===== config.mk =====
export PLATFORM = sky130hd
export DESIGN_NAME = fetch_unit
export DESIGN_NICKNAME = d
export VERILOG_FILES = /design/src/rtl/fetch_unit.sv
export SDC_FILE = /design/constraint.sdc
export NUM_CORES = 1
export LEC_CHECK = 0
export BUFFER_PORTS_ARGS = -buffer_cell sky130_fd_sc_hd__buf_2
export CORE_MARGIN = 4
export CORE_UTILIZATION = 25
export CTS_CLUSTER_DIAMETER = 60
export DETAILED_ROUTE_END_ITERATION = 10
export GPL_TIMING_DRIVEN = 1
export PLACE_DENSITY_LB_ADDON = 0.08
export SYNTH_ARGS = -nofsm -noshare
export SYNTH_HDL_FRONTEND = slang
export SYNTH_SLANG_ARGS = --single-unit
export TNS_END_PERCENT = 5

===== constraint.sdc =====
create_clock -name clk -period 1.52 [get_ports clk]
set_input_delay 0.152 -clock clk [delete_from_list [all_inputs] [get_ports clk]]
set_output_delay 0.152 -clock clk [all_outputs]
set_load 0.03 [all_outputs]

===== src/rtl/fetch_unit.sv =====
// Instruction fetch sequencer: owns program counter evolution and fetches one
// instruction at a time over a request/ready handshake to instruction memory.
module fetch_unit #(
    parameter int unsigned          ADDR_W   = 8,
    parameter int unsigned          INSTR_W  = 8,
    parameter logic [ADDR_W-1:0]    RESET_PC = '0
) (
    input  logic                clk,
    input  logic                rst_n,
    input  logic [ADDR_W-1:0]   cur_pc,
    output logic [ADDR_W-1:0]   n_pc,
    output logic [ADDR_W-1:0]   imem_addr,
    output logic                imem_req,
    input  logic                imem_ready,
    input  logic [INSTR_W-1:0]  imem_data,
    output logic [INSTR_W-1:0]  instr,
    output logic [ADDR_W-1:0]   instr_pc,
    output logic                instr_valid,
    input  logic                instr_accept,
    input  logic                redirect,
    input  logic [ADDR_W-1:0]   redirect_target,
    input  logic                halt,
    output logic                halted
);

    typedef enum logic [1:0] {
        IDLE  = 2'd0,
        FETCH = 2'd1,
        HOLD  = 2'd2,
        HALT  = 2'd3
    } state_t;

    state_t               state_reg, state_next;
    logic [INSTR_W-1:0]   instr_reg, instr_next;
    logic [ADDR_W-1:0]    instr_pc_reg, instr_pc_next;
    logic                 valid_reg, valid_next;

    always_ff @(posedge clk or negedge rst_n) begin
        if (!rst_n) begin
            state_reg    <= IDLE;
            instr_reg    <= '0;
            instr_pc_reg <= '0;
            valid_reg    <= 1'b0;
        end else begin
            state_reg    <= state_next;
            instr_reg    <= instr_next;
            instr_pc_reg <= instr_pc_next;
            valid_reg    <= valid_next;
        end
    end

    always_comb begin
        state_next    = state_reg;
        instr_next    = instr_reg;
        instr_pc_next = instr_pc_reg;
        valid_next    = valid_reg;
        n_pc          = cur_pc;

        if (state_reg == HALT) begin
            valid_next = 1'b0;
        end else if (halt) begin
            state_next = HALT;
            valid_next = 1'b0;
        end else if (redirect) begin
            // Any data returning this cycle is dropped; old instr/instr_pc stay.
            n_pc       = redirect_target;
            valid_next = 1'b0;
            state_next = FETCH;
        end else begin
            case (state_reg)
                IDLE: begin
                    n_pc       = RESET_PC;
                    state_next = FETCH;
                end
                FETCH: begin
                    if (imem_ready) begin
                        instr_next    = imem_data;
                        instr_pc_next = cur_pc;
                        valid_next    = 1'b1;
                        n_pc          = cur_pc + ADDR_W'(1);
                        state_next    = HOLD;
                    end
                end
                HOLD: begin
                    if (instr_accept) begin
                        valid_next = 1'b0;
                        state_next = FETCH;
                    end
                end
                default: state_next = IDLE;
            endcase
        end

        // The program counter has no reset of its own, so feed it the vector
        // for as long as reset is asserted.
        if (!rst_n) begin
            n_pc = RESET_PC;
        end
    end

    assign imem_addr   = cur_pc;
    assign imem_req    = (state_reg == FETCH);
    assign instr       = instr_reg;
    assign instr_pc    = instr_pc_reg;
    assign instr_valid = valid_reg;
    assign halted      = (state_reg == HALT);

endmodule


==> results.txt <==
run status -> finished, violations left
failing checks -> hold timing, setup timing
Avg Cell Area, Syn -> 9.94 sq um
via count -> 1212
R2R setup slack -> -0.13 ns
gp weighted congestion -> 0.772
CTS tree -> done
Overall Global Routing Usage -> 12.6%
number of flops mapped to enable cells by yosys -> 0
Main synth FF type -> dfrtp_1
Crit path arrival time -> 1.71 ns
Syn Inst Count -> 124
reg2reg end -> instr[6]
IO Port Bufs -> 64
Avg WL per Cell -> 14.4 microns
die width -> 78.2 microns
largest net degree at the start of global routing -> 19
#FFs+latches synth -> 19
unrepaired setup endpoints after global routing -> true
Worst Max-Slew Pin Slew -> 0.272 ns
Post-synth ARST share -> 100%
final-stage net count -> 225
DRT antenna net count -> 0
final setup fails -> 22
Clock Latency Late Sink -> 0.26 ns
final hold violation count -> 7
# clock sinks -> 19
vias in the first global route -> 1226
Final HPWL DP -> 2.94 mm
Setup TNS -> -3.67 ns
share of layout cells above drive strength 1 -> 62.2%
clock buffer depth -> 2
CTS Hold Buffers Added -> 0
Num CTS Buffers -> 3
initial DRC count -> 26
tightest hold margin -> -0.0110 ns
Clock Skew -> 0.00748 ns
H-tree depth -> 1
R2R Path Start -> state_reg[0]
min cycle time layout -> 1.86 ns
most frequent cells in the layout -> 55 x buf_2, 19 x buf_4, 18 x dfrtp_1, 10 x nand2_1
Remaining DRCs -> 0
required time of the critical path -> 1.37 ns
Rows -> 25
leakage power -> 0.000949 uW
GR Overflow Total -> 0
via/cell ratio -> 4.66
Synth Net Count -> 155
Max Cap Viol -> 0
Worst-path clk slew -> 0.07 ns
first-pass GRT wire length -> 6.15 mm
core area -> 4750 sq um
Clock Tree Root -> clkbuf_8
Worst slew margin -> 81.9%
largest fanout on the critical path -> 7
Syn Std Cell Area -> 1230 sq um
Final Cycle Share -> 122%
power density over the cells -> 638 nW/um^2
Seq/Total Area, Yosys -> 38.6%
Setup crit end kind -> output port
die area -> 6120 sq um
commonest non-fill, non-tap cell in the layout -> buf_2
fin. max-slew vios -> 0
crit start category -> flop
post-route setup slack -> -0.340 ns
HP Class -> in -> async
Distinct cells, synth -> 42
TritonRoute pass-1 iters -> 4
Initial Utilization -> 25.9%
Yosys Warn Count -> 0
I/O pin total -> 65
synthesis-to-layout area growth -> 49.7%
WS Path Type -> reg -> out
VDD IR max -> 0.212 mV
Worst R2R Path Depth -> 4
Max Freq -> 0.538 GHz
DRT Wirelength -> 3.74 mm
n_diodes -> 0
die height -> 78.2 microns
initial antenna violation count -> 0
## critical path, stage by stage (launching register included)
cell      delay [ns]
dfrtp_2         0.44
buf_6           0.15
and4b_2         0.31
a41oi_2         0.12
o211ai_1        0.20
o21ai_2         0.08
buf_6           0.14
## repair_timing
action	in CTS	in global routing
pin swaps	8	7
resized for setup	25	12
buffers inserted	1	0
setup endpoints to repair	22	25
## cells by family after synthesis
logic type | share of synthesized area [%]
flops | 38.6
compound gates | 20.9
simple gates | 13.9
fa+ha+maj | 1.02
mux | 14.6
buf+inv | 11.0
## routing by layer
layer | vias to the layer above | wire (microns) | global-route usage, % | share of wire (%)
met2 | 51 | 1540 | 17.5 | 41
met4 | 0 | 72 | 6.99 | 1.9
met5 | - | 0 | 0 | 0
met1 | 565 | 1840 | 18.1 | 49
li1 | 590 | - | - | -
met3 | 6 | 292 | 2.52 | 7.8
## report_power, final
group	leakage, uW	total, uW	internal [uW]	switching (uW)
Combinational	0.000672	304	119	185
Sequential	0.000252	526	519	6.40
Clock	0.0000255	348	182	166
Total	0.000949	1180	820	357
## synth_stat cells, types with 3 or more instances
library cell  number  area, sq um
a21oi_1            8         40.0
a22oi_1            3         22.5
buf_4              8         60.1
clkbuf_1           3         11.3
dfrtp_1           19          475
inv_1              5         18.8
mux2_2             8         90.1
mux2_4             6         90.1
nand2_1           10         37.5
nor2_1             5         18.8
nor2b_1            4         25.0
o21ai_0            8         40.0
o41ai_1            3         26.3
## worst max-delay path by stage
stage	slack, ns	start	to	cells past startpoint
final	-0.34	state_reg[1]	n_pc[6]	6
after global routing	-0.40	state_reg[1]	n_pc[5]	5
after CTS	-0.34	state_reg[1]	n_pc[6]	6
after detailed placement	-0.15	state_reg[1]	n_pc[7]	5
after global placement	-0.11	state_reg[1]	n_pc[7]	5
after floorplan	-0.17	state_reg[1]	n_pc[1]	4
## layout make-up
cell class / instances / area (sq um)
fillers: 517 / 2910
multi-input cells: 84 / 723
repair buffers: 81 / 497
flip-flops and latches: 19 / 477
well taps: 67 / 83.8
clock buffers: 3 / 41.3
inverters: 5 / 18.8
clock inverters: 1 / 5.00
## metrics by stage
stage / total power [uW] / utilization [%] / instance area, sq um / cells / setup slack [ns]
detailed placement: 814 / 34.8 / 1660 / 255 / -0.148
CTS: 1180 / 38.0 / 1810 / 260 / -0.338
floorplan: 694 / - / 1250 / 124 / -0.167
global route: 1240 / 38.8 / 1850 / 260 / -0.401
finish: 1180 / 38.8 / 1850 / 260 / -0.340
global placement: 813 / 34.8 / 1660 / 255 / -0.112
(Power assumes the default switching activity.)
